## src/rtl/change_return_controller_pkg.sv

```systemverilog
// Shared vending machine definitions: default sizes, FSM state encodings
// and the width of one packed price/coin slice.
package vending_machine_def;

    localparam int kNumCoins  = 3;
    localparam int kNumItems  = 4;
    localparam int kTotalBits = 32;

    // Every price and coin value occupies one 32-bit slice of its flattened bus
    localparam int kSliceBits = 32;

    typedef enum logic [1:0] {
        S_IDLE     = 2'd0,
        S_COUNTING = 2'd1,
        S_RETURN   = 2'd2
    } state_t;

    // Width used for balance comparisons so neither operand is truncated
    function automatic int cmp_width(input int total_bits);
        return (total_bits > kSliceBits) ? total_bits : kSliceBits;
    endfunction

endpackage

```

## src/rtl/change_return_controller_coin_selector.sv

```systemverilog
// Combinational greedy coin picker: finds the largest denomination that
// still fits in the balance and reports it one-hot together with its value.
module coin_selector
    import vending_machine_def::*;
#(
    parameter int NUM_COINS  = kNumCoins,
    parameter int TOTAL_BITS = kTotalBits
) (
    input  logic [TOTAL_BITS-1:0]           total,
    input  logic [NUM_COINS*kSliceBits-1:0] coin_value,
    output logic [NUM_COINS-1:0]            coin_onehot,
    output logic [TOTAL_BITS-1:0]           coin_amount,
    output logic                            fits
);

    localparam int CMP_BITS = cmp_width(TOTAL_BITS);

    logic [CMP_BITS-1:0] total_ext;
    logic [CMP_BITS-1:0] slice_ext;

    assign total_ext = CMP_BITS'(total);

    // Denominations ascend with index, so the last fitting coin is the largest
    always_comb begin
        coin_onehot = '0;
        slice_ext   = '0;
        fits        = 1'b0;
        for (int k = 0; k < NUM_COINS; k++) begin
            if (CMP_BITS'(coin_value[k*kSliceBits +: kSliceBits]) <= total_ext) begin
                coin_onehot    = '0;
                coin_onehot[k] = 1'b1;
                slice_ext      = CMP_BITS'(coin_value[k*kSliceBits +: kSliceBits]);
                fits           = 1'b1;
            end
        end
    end

    assign coin_amount = slice_ext[TOTAL_BITS-1:0];

endmodule

```

## src/rtl/change_return_controller.sv

```systemverilog
// Inactivity timer and change-return sequencer. Reloads the timer on coin
// inserts and affordable selections; on expiry or a user request it hands the
// balance back to the dispenser one largest-fitting coin per handshake.
module change_return_controller
    import vending_machine_def::*;
#(
    parameter int NUM_COINS      = kNumCoins,
    parameter int NUM_ITEMS      = kNumItems,
    parameter int TOTAL_BITS     = kTotalBits,
    parameter int TIMEOUT_CYCLES = 100,
    parameter int TIMER_BITS     = 16
) (
    input  logic                            clk,
    input  logic                            reset_n,
    input  logic [NUM_COINS-1:0]            i_input_coin,
    input  logic [NUM_ITEMS-1:0]            i_select_item,
    input  logic                            i_trigger_return,
    input  logic [TOTAL_BITS-1:0]           i_current_total,
    input  logic [NUM_ITEMS*kSliceBits-1:0] i_item_price,
    input  logic [NUM_COINS*kSliceBits-1:0] i_coin_value,
    input  logic                            i_dispense_ready,
    output logic [NUM_COINS-1:0]            o_return_coin,
    output logic                            o_return_valid,
    output logic [TOTAL_BITS-1:0]           o_return_value,
    output logic [TIMER_BITS-1:0]           o_wait_time,
    output logic                            o_returning
);

    localparam int                    CMP_BITS = cmp_width(TOTAL_BITS);
    localparam logic [TIMER_BITS-1:0] RELOAD   = TIMER_BITS'(TIMEOUT_CYCLES);
    localparam logic [TIMER_BITS-1:0] ONE      = TIMER_BITS'(1);

    state_t                state_q;
    state_t                state_d;
    logic [TIMER_BITS-1:0] timer_q;
    logic [TIMER_BITS-1:0] timer_d;

    logic [CMP_BITS-1:0]   total_ext;
    logic                  select_affordable;
    logic                  activity;

    logic [NUM_COINS-1:0]  pick_onehot;
    logic [TOTAL_BITS-1:0] pick_amount;
    logic                  pick_fits;

    assign total_ext = CMP_BITS'(i_current_total);

    coin_selector #(
        .NUM_COINS  (NUM_COINS),
        .TOTAL_BITS (TOTAL_BITS)
    ) u_coin_selector (
        .total       (i_current_total),
        .coin_value  (i_coin_value),
        .coin_onehot (pick_onehot),
        .coin_amount (pick_amount),
        .fits        (pick_fits)
    );

    // Only the lowest-index selected item counts; scanning downward lets it win
    always_comb begin
        select_affordable = 1'b0;
        for (int i = NUM_ITEMS - 1; i >= 0; i--) begin
            if (i_select_item[i]) begin
                select_affordable = (total_ext >= CMP_BITS'(i_item_price[i*kSliceBits +: kSliceBits]));
            end
        end
    end

    assign activity = (|i_input_coin) || select_affordable;

    // State and timer registers, cleared asynchronously even mid-return
    always_ff @(posedge clk or negedge reset_n) begin
        if (!reset_n) begin
            state_q <= S_IDLE;
            timer_q <= '0;
        end else begin
            state_q <= state_d;
            timer_q <= timer_d;
        end
    end

    // Next-state, timer and dispenser outputs; the return outputs depend only on state and balance
    always_comb begin
        state_d        = state_q;
        timer_d        = timer_q;
        o_return_coin  = '0;
        o_return_valid = 1'b0;
        o_return_value = '0;
        o_returning    = 1'b0;
        case (state_q)
            S_IDLE: begin
                timer_d = '0;
                if (i_trigger_return && pick_fits) begin
                    state_d = S_RETURN;
                end else if (activity) begin
                    state_d = S_COUNTING;
                    timer_d = RELOAD;
                end
            end
            S_COUNTING: begin
                if (i_trigger_return) begin
                    state_d = S_RETURN;
                    timer_d = '0;
                end else if (activity) begin
                    timer_d = RELOAD;
                end else if (timer_q <= ONE) begin
                    timer_d = '0;
                    state_d = pick_fits ? S_RETURN : S_IDLE;
                end else begin
                    timer_d = timer_q - ONE;
                end
            end
            S_RETURN: begin
                timer_d     = '0;
                o_returning = 1'b1;
                if (pick_fits) begin
                    o_return_valid = 1'b1;
                    o_return_coin  = pick_onehot;
                    o_return_value = pick_amount;
                end else begin
                    state_d = S_IDLE;
                end
            end
            default: begin
                state_d = S_IDLE;
                timer_d = '0;
            end
        endcase
    end

    assign o_wait_time = timer_q;

endmodule

```

## config.mk

```make
export PLATFORM = sky130hd
export DESIGN_NAME = change_return_controller
export DESIGN_NICKNAME = d
export VERILOG_FILES = /design/src/rtl/change_return_controller_pkg.sv /design/src/rtl/change_return_controller_coin_selector.sv /design/src/rtl/change_return_controller.sv
export SDC_FILE = /design/constraint.sdc
export NUM_CORES = 1
export LEC_CHECK = 0
export ABC_AREA = 0
export CORE_UTILIZATION = 28
export CTS_BUF_LIST = sky130_fd_sc_hd__clkbuf_2
export DETAILED_ROUTE_END_ITERATION = 10
export GPL_ROUTABILITY_DRIVEN = 0
export GPL_TIMING_DRIVEN = 1
export PLACE_DENSITY_LB_ADDON = 0.08
export SYNTH_ARGS = -nofsm -noshare
export SYNTH_HDL_FRONTEND = slang
export SYNTH_SLANG_ARGS = --single-unit
export TNS_END_PERCENT = 20
```

## constraint.sdc

```tcl
create_clock -name clk -period 2.9 [get_ports clk]
set_input_delay 0.435 -clock clk [delete_from_list [all_inputs] [get_ports clk]]
set_output_delay 0.435 -clock clk [all_outputs]
set_load 0.05 [all_outputs]
```

* Word-level counts from Yosys, hierarchy flattened
Index checks and enable logic that the tools add are counted.
** Storage, ports and cells
- Flip-flop bits (word level) :: 18
** Cells by class
- $lt $le $gt $ge :: 8
- Equality and inequality tests :: 6
- Reductions and logical operators :: 5
- Add/sub/neg operators :: 1
- Mux-type cells :: 34
** Operator list (count)
- 32-bit two-way mux :: 5
- 32-bit greater-or-equal comparator :: 4
- 32-bit less-or-equal comparator :: 3
- 16-bit two-way mux :: 3
- 16-bit case mux with 2 select lines :: 1
- 16-bit by 1-bit less-or-equal comparator with 1-bit output, second input constant :: 1
- 2-bit two-way mux :: 8
- 16-bit by 1-bit subtractor with 16-bit output, second input constant :: 1
- 7-bit two-way mux :: 2
- 1-bit two-way mux :: 11
- 3-bit two-way mux :: 3
- 3-bit inequality test, second input constant :: 3
- 2-bit case mux with 3 select lines :: 1
- 4-bit AND reduction :: 1
- 3-bit OR reduction :: 1
- 2-bit by 1-bit equality test with 1-bit output, second input constant :: 1
- 2-bit equality test, second input constant :: 1
- 2-bit zero test :: 1
- 2-bit inequality test, second input constant :: 1
- 1-bit logical AND :: 1
- 1-bit logical OR :: 1

* Depth between registers and ports, before layout
Gate-level depths: netlist of run 1.
- Depth after elaboration :: 9
- Mapped depth :: 13
- Depth with buffers taken out :: 11

* By module
Synthesis of run 1 repeated with hierarchy kept, for this count alone.
** Unflattened totals
- Cell total of the unflattened synthesis :: 1011
- Area total of the unflattened synthesis :: 7718.7 µm²
** By module, submodules not included
- change_return_controller :: area each 4463.0 µm², seq. area each 450.4 µm², cells each 577, times used 1
- coin_selector :: area each 3255.6 µm², seq. area each 0.0 µm², cells each 434, times used 1

* Worst setup path after synthesis of run 1
OpenSTA, ideal clock, no wires.
- Path type :: input port to output port
- From :: in i_current_total[15]
- To :: out o_return_value[21]
- Stages on the path :: 13
- Buffers on the path :: 2
- Required time :: 2.465 ns
- Data arrival time :: 3.616 ns
- Setup slack :: -1.151 ns
- Cells stage by stage :: inv_1 > ha_1 > a2111oi_0 > o221ai_1 > o21a_1 > a31oi_1 > o221ai_2 > and2_1 > buf_2 > nand2_1 > o21ai_2 > clkbuf_1 > a211oi_1
** On the way
- Cells in the longest elaborated chain, start to end :: 6
- Elaborated cells between the ends (all ways) :: 11
** RTL lines
- start: declaration :: RTL line change_return_controller.sv:18 : input logic [TOTAL_BITS-1:0] i_current_total,
- 32-bit less-or-equal comparator :: RTL line change_return_controller_coin_selector.sv:29 : if (CMP_BITS'(coin_value[k*kSliceBits +: kSliceBits]) <= total_ext) begin
- 32-bit two-way mux or 1-bit two-way mux (tied branches) (3 in a row) :: RTL line change_return_controller_coin_selector.sv:29
- 32-bit two-way mux * :: RTL line change_return_controller.sv:116 : if (pick_fits) begin
- 32-bit two-way mux * :: RTL line change_return_controller.sv:90 : case (state_q)
- end: declaration :: RTL line change_return_controller.sv:24 : output logic [TOTAL_BITS-1:0] o_return_value,
Every way passes the cells marked *; elsewhere a longest branch is shown, timed or not.

* Worst setup path in the final report of run 1
- From :: in i_current_total[15]
- To :: out o_return_value[9]
Same word-level chain as after synthesis.

==> flow_metrics.env, run 1 <==
export IMPL_fin_skew_ns=0.00215
export IMPL_dp_hpwl_um=27000
export IMPL_hold_buffers=0
export IMPL_synthFlopType="dfrtp_1"
export IMPL_vias=8901
export IMPL_drtIter0Drc=373
export IMPL_area_growth_pct=93.2
export IMPL_grt_pass1_vias=9030
export IMPL_fin_ws_ns=-0.654
export IMPL_power_density_nw_per_um2=343
export IMPL_async_flop_share_pct=100
export IMPL_grt_max_degree=19
export IMPL_ant_nets=0
export IMPL_htree_levels=1
export IMPL_fin_nets=1983
export IMPL_die_h_um=162
export IMPL_switching_share_pct=51.5
export IMPL_syn_num_nets=1481
export IMPL_syn_cell_area_um2=7200
export IMPL_layout_drive_gt1_share_pct=32.0
export IMPL_grtUsageMet1_pct=31.3
export IMPL_placedCellCount=1787
export IMPL_synth_cell_types=60
export IMPL_antenna_found_initial=1
export IMPL_fin_crit_sh_pct=123
export IMPL_setup_violations=40
export IMPL_drv_slew=0
export IMPL_clockBufferDepth=2
export IMPL_design_core_area_um2=25200
export IMPL_top_usage_layer="met2"
export IMPL_reg2reg_slack_ns=0.72
export IMPL_cts_buffers=3
export IMPL_drt_wirelength_per_cell_um=17.5
export IMPL_finalHoldViolCount=0
export IMPL_start_util_pct=28.6
export IMPL_combPwrFrac_pct=90.9
export IMPL_power_leakage_nw=6.76
export IMPL_clk_pin_slew_ns=0.17
export IMPL_max_slew_margin_pct=45.1
export IMPL_grt_pass1_wl_um=48400
export IMPL_drc=0
export IMPL_gr_total_overflow=0
export IMPL_fillers=2396
export IMPL_cts_tree="done"
export IMPL_gr_usage_met3_pct=2.47
export IMPL_firstDrtPassIters=5
export IMPL_rr_worst_depth=6
export IMPL_floorplan_die_width_um=162
export IMPL_cp_max_fo=5
export IMPL_vias_per_cell=4.89
export IMPL_cap_violations=0
export IMPL_cts_root_buf="clkbuf_2"
export IMPL_path_class="primary input to output port"
export IMPL_min_path_type="register to register"
export IMPL_r2r_start="o_wait_time[3]$_DFF_PN0_"
export IMPL_vdd_drop_max_mv=0.467
export IMPL_clk_latency_ns=0.30
export IMPL_synth_avg_cell_area_um2=7.29
export IMPL_tightest_slew_ns=0.821
export IMPL_worst_setup_path_end_kind="output port"
export IMPL_cp_startpoint="i_current_total[15]"
export IMPL_synthCells=988
export IMPL_stdcell_count=1820
export IMPL_period_needed_ns=3.55
export IMPL_synth_fa_ha_area_share_pct=39.3
export IMPL_ys_seq_elements=18
export IMPL_cts_sinks=18
export IMPL_switchingPower_mw=2.46
export IMPL_grt_setup_unrepaired="true"
export IMPL_sequentialPowerShare_pct=6.8
export IMPL_violations="negative setup slack"
export IMPL_p_int_mw=2.32
export IMPL_outcome="finished with violations"
export IMPL_synth_area_leaders="ha_1 (39%), inv_1 (8.8%), a21oi_1 (7.7%)"
export IMPL_met2_usage_pct=41.9
export IMPL_start_kind="primary input"
export IMPL_port_buffers=318
export IMPL_yosys_area_share_xor_xnor_pct=1.70
export IMPL_finalWirelength_um=31800
export IMPL_pre_cts_ws_ns=-1.21
export IMPL_critical_path_endpoint="o_return_value[9]"
export IMPL_arrival_ns=3.12
export IMPL_clock_power_share_pct=2.2
export IMPL_synth_compound_area_share_pct=22.8
export IMPL_ys_seq_area_share_pct=6.26
export IMPL_synth_top_family_by_area="adder cells"
export IMPL_yosysWarningCount=0
export IMPL_r2r_end="o_wait_time[12]$_DFF_PN0_"
export IMPL_muxShareOfSynthArea_pct=0
export IMPL_ios=320
export IMPL_dieArea_um2=26400
export IMPL_required_ns=2.47
export IMPL_timing_hold_ws_ns=0.557
export IMPL_synth_most_common_cell="ha_1"
export IMPL_yosysTopAreaCellShare_pct=39.3
export IMPL_synth_edf_count=0
export IMPL_max_freq_mhz=281
export IMPL_track_usage_pct=23.6
export IMPL_rows=58
export IMPL_synth_top_area_cell="ha_1"
export IMPL_synth_simple_area_share_pct=19.7
export IMPL_hold_depth=1
export IMPL_ys_top_cells_by_count="ha_1 (226), inv_1 (169), a21oi_1 (111)"
## how the worst min path moves through the flow
stage	startpoint	to	slack, ns
detailed placement	o_wait_time[0]$_DFF_PN0_	o_wait_time[0]$_DFF_PN0_	0.54
global route	o_wait_time[0]$_DFF_PN0_	o_wait_time[0]$_DFF_PN0_	0.57
global placement	o_wait_time[0]$_DFF_PN0_	o_wait_time[0]$_DFF_PN0_	0.53
CTS	o_wait_time[0]$_DFF_PN0_	o_wait_time[0]$_DFF_PN0_	0.56
finish	o_wait_time[0]$_DFF_PN0_	o_wait_time[0]$_DFF_PN0_	0.56
floorplan	reset_n	o_wait_time[0]$_DFF_PN0_	0.14
## flip-flops by register name (all words and copies together), names as in the netlist
register	flops
state_q	2
o_wait_time	16
## power groups by stage
stage	clock network, mW	registers, mW	logic (mW)
after floorplan	0	0.383	2.27
after global placement	0	0.331	3.80
after detailed placement	0	0.331	3.82
after CTS	0.114	0.327	4.29
after global routing	0.124	0.334	4.64
final	0.107	0.327	4.34
## cells in the final DEF (no fill, tap or decap), drive strengths merged, types with 9 or more instances in the layout
cell	instances
dlygate4sd2	55
o21ai	42
nor4	12
a21oi	111
nand4	36
a21o	15
xnor2	10
clkdlybuf4s50	170
inv	170
nor2b	10
ha	226
nand3	18
clkbuf	9
a211oi	50
nand2	53
dfrtp	18
nor3	13
dlymetal6s2s	13
buf	259
clkdlybuf4s15	14
nor2	83
and3	31
## area by class of cell
class                           instances  area [um2]  area share [%]
Multi-Input combinational cell        778        7400            53.2
Timing Repair Buffer                  518        4940            35.6
Inverter                              171         676            4.86
Sequential cell                        18         450            3.24
Tap cell                              330         413            2.97
Clock buffer                            3        15.0           0.108
Clock inverter                          1        3.75          0.0270
Antenna cell                            1        2.50          0.0180
## kinds of logic (layout without fill, tap and decap cells)
logic type,after synthesis,count (layout)
AOI/OAI and AO/OA,260,260
xor gates and xnor gates,14,14
adders and majority gates,226,226
buffers and inverters,192,693
DFF,18,18
other,0,1
and+or+nand+nor,278,278
## critical path, stage by stage
cell	delay [ns]
buf_8	0.08
clkinvlp_4	0.12
ha_4	0.27
a2111oi_4	0.33
o221ai_1	0.16
o21a_1	0.16
a31oi_4	0.19
o221ai_4	0.13
and2_4	0.21
buf_6	0.13
nand2_4	0.07
o21ai_4	0.06
buf_12	0.16
buf_12	0.14
buf_12	0.13
a211oi_4	0.16
buf_6	0.18
## through the flow
| step | setup TNS [ns] | instance area [um2] | total power, mW | utilization, % |
|---|---|---|---|---|
| final | -21.37 | 13900 | 4.78 | 55.2 |
| after global routing | -27.67 | 13900 | 5.10 | 55.2 |
| after CTS | -22.92 | 13600 | 4.73 | 53.9 |
| after detailed placement | -60.72 | 12600 | 4.15 | 49.9 |
| after global placement | -58.33 | 12600 | 4.13 | 49.9 |
| after floorplan | -12.86 | 7780 | 2.65 | - |
## per-layer routing
layer | part of all wire, % | vias up
met1 | 46 | 4050
met3 | 5.2 | 20
li1 | - | 4555
met5 | 0 | -
met4 | 1.5 | 0
met2 | 47 | 276
## timing repair
| item | CTS | global route |
|---|---|---|
| setup endpoints to repair | 54 | 54 |
| buffers inserted | 20 | 9 |
| cloned | 6 | 1 |
| pin swaps | 83 | 45 |
| resized for setup | 382 | 81 |
(Power assumes the default switching activity.)
==> run 2: changes to the inputs <==
Settings changed: CTS_CLUSTER_SIZE set to 14, SKIP_LAST_GASP set to 1.
Clock period 2.9 ns to 4.17 ns, I/O delays scaled along.
==> flow_metrics.env, run 2 (same netlist as run 1, synthesis figures left out) <==
export IMPL_outcome="finished clean"
export IMPL_finalWirelength_um=30200
export IMPL_port_buffers=318
export IMPL_clock_power_share_pct=2.5
export IMPL_path_cells="clkdlybuf4s15_2 -> inv_1 -> ha_1 -> nor2b_1 -> o2111ai_1 -> nand3_1 -> a311o_1 -> a221oi_4 -> a31oi_4 -> nand2_4 -> o21ai_4 -> buf_12 -> buf_6 -> a211oi_4 -> buf_6"
export IMPL_path_class="primary input to output port"
export IMPL_floorplan_die_width_um=162
export IMPL_min_path_type="register to register"
export IMPL_power_density_nw_per_um2=234
export IMPL_max_slew_margin_pct=42.5
export IMPL_clk_latency_ns=0.29
export IMPL_cts_tree="done"
export IMPL_gr_total_overflow=0
export IMPL_cpPeakStageDelay_ns=0.38
export IMPL_required_ns=3.54
export IMPL_drt_wirelength_per_cell_um=17.2
export IMPL_sequentialPowerShare_pct=7.7
export IMPL_postLayoutCellArea_um2=12500
export IMPL_crit_top_cell="buf_6"
export IMPL_period_needed_ns=4.10
export IMPL_switching_share_pct=52.4
export IMPL_vdd_drop_max_mv=0.335
export IMPL_hold_buffers=0
export IMPL_cts_buffers=3
export IMPL_antenna_found_initial=2
export IMPL_vias_per_cell=4.90
export IMPL_fin_skew_ns=0.000463
export IMPL_cts_root_buf="clkbuf_2"
export IMPL_cap_violations=0
export IMPL_fin_nets=1923
export IMPL_vias=8626
export IMPL_finalHoldViolCount=0
export IMPL_arrival_ns=3.47
export IMPL_cts_sinks=18
export IMPL_die_h_um=162
export IMPL_cpMaxStageDelayCell="a311o_1"
export IMPL_drtIter0Drc=350
export IMPL_placed_cell_area_um2=11700
export IMPL_fillers=2593
export IMPL_grt_max_degree=24
export IMPL_clk_pin_slew_ns=0.17
export IMPL_start_kind="primary input"
export IMPL_grt_pass1_wl_um=45900
export IMPL_stdcell_count=1759
export IMPL_combPwrFrac_pct=89.8
export IMPL_design_core_area_um2=25200
export IMPL_clockBufferDepth=2
export IMPL_htree_levels=1
export IMPL_ios=320
export IMPL_grt_setup_unrepaired="true"
export IMPL_mostFrequentLayoutCell="clkdlybuf4s50_1"
export IMPL_power_leakage_nw=6.28
export IMPL_setup_violations=0
export IMPL_p_int_mw=1.40
export IMPL_ant_nets=0
export IMPL_largest_register_ffs=16
export IMPL_dieArea_um2=26400
export IMPL_firstDrtPassIters=5
export IMPL_placedCellCount=1747
export IMPL_dp_hpwl_um=26400
export IMPL_grt_pass1_vias=8658
export IMPL_worst_setup_path_end_kind="output port"
export IMPL_layout_drive_gt1_share_pct=21.0
export IMPL_area_growth_pct=73.9
export IMPL_drv_slew=0
export IMPL_tightest_slew_ns=0.860
export IMPL_drc=0
export IMPL_cp_max_fo=4
export IMPL_fin_crit_sh_pct=98.3
export IMPL_switchingPower_mw=1.54
export IMPL_rows=58
export IMPL_track_usage_pct=22.3
export IMPL_start_util_pct=28.6
export IMPL_most_common_layout_cells="clkdlybuf4s50_1 (244), ha_1 (215), inv_1 (150)"
export IMPL_max_freq_mhz=244
==> run 2: changes by cell type in the layout (fill, tap and decap cells not counted), sizes merged <==
cell / previous run / this run
buf: 259 / 176
bufbuf: 1 / 0
clkbuf: 9 / 3
clkdlybuf4s15: 14 / 1
clkdlybuf4s50: 170 / 244
clkinv: 1 / 0
clkinvlp: 1 / 0
dlygate4sd2: 55 / 26
dlymetal6s2s: 13 / 11
inv: 170 / 171
==> run 2: final cells by class <==
cell class / count / area, um2 / area share (%)
Multi-Input combinational cell: 778 / 6560 / 52.4
Timing Repair Buffer: 458 / 4440 / 35.4
Inverter: 171 / 642 / 5.13
Sequential cell: 18 / 450 / 3.60
Tap cell: 330 / 413 / 3.30
Clock buffer: 3 / 15.0 / 0.120
Antenna cell: 1 / 2.50 / 0.0200
==> run 2: path summary, 6_finish.rpt <==
kind                                     startpoint                         to  slack (ns)  depth (start not counted)
setup / recovery                 i_current_total[1]         o_return_value[17]        0.07                         15
hold / removal             o_wait_time[0]$_DFF_PN0_   o_wait_time[0]$_DFF_PN0_        0.56                          1
setup reg to reg           o_wait_time[5]$_DFF_PN0_  o_wait_time[12]$_DFF_PN0_        1.99                          6
hold reg to reg            o_wait_time[0]$_DFF_PN0_   o_wait_time[0]$_DFF_PN0_        0.56                          1
max in group asynchronous                   reset_n   o_wait_time[1]$_DFF_PN0_        2.86                          1
min in group asynchronous                   reset_n  o_wait_time[12]$_DFF_PN0_        0.79                          1
==> run 2: timing repair <==
item | CTS | global route
pin swaps | 27 | 18
gates cloned | 1 | 0
buffers inserted | 7 | 2
endpoints found under the setup margin | 35 | 35
resized for setup | 116 | 89
==> run 2: power groups by stage <==
stage | sequential, mW | clock [mW] | combinational [mW]
finish | 0.227 | 0.0732 | 2.63
global route | 0.232 | 0.0880 | 2.83
CTS | 0.227 | 0.0776 | 2.51
detailed placement | 0.230 | 0 | 2.28
global placement | 0.230 | 0 | 2.27
floorplan | 0.266 | 0 | 1.26
==> run 2: worst max-delay path, delay by kind of cell <==
| family | cells | cell delay [ns] |
|---|---|---|
| AO/OA/AOI/OAI | 6 | 1.31 |
| adder cells (fa/ha/maj) | 1 | 0.31 |
| AND/OR/NAND/NOR | 3 | 0.40 |
| buffers and inverters | 5 | 0.81 |
==> run 2: routing by layer <==
layer / GRT usage (%) / up-vias / wire [um]
met3: 2.47 / 22 / 1400
met2: 39.7 / 229 / 14500
li1: - / 4445 / -
met5: 0 / - / 13
met1: 29.0 / 3928 / 13900
met4: 3.90 / 2 / 493
==> run 2: per-stage QoR <==
| stage | power (mW) | utilization (%) | hold slack, ns | setup slack [ns] | setup TNS [ns] |
|---|---|---|---|---|---|
| 6_report | 2.93 | 49.7 | 0.561 | 0.0720 | 0 |
| 5_1_grt | 3.15 | 49.7 | 0.606 | -0.0184 | -0.0653 |
| 4_1_cts | 2.81 | 48.1 | 0.566 | -0.0113 | -0.0402 |
| 3_5_place_dp | 2.51 | 46.5 | 0.544 | -0.506 | -14.38 |
| 3_3_place_gp | 2.50 | 46.5 | 0.539 | -0.402 | -11.34 |
| 2_1_floorplan | 1.53 | - | 0.330 | -0.262 | -7.16 |
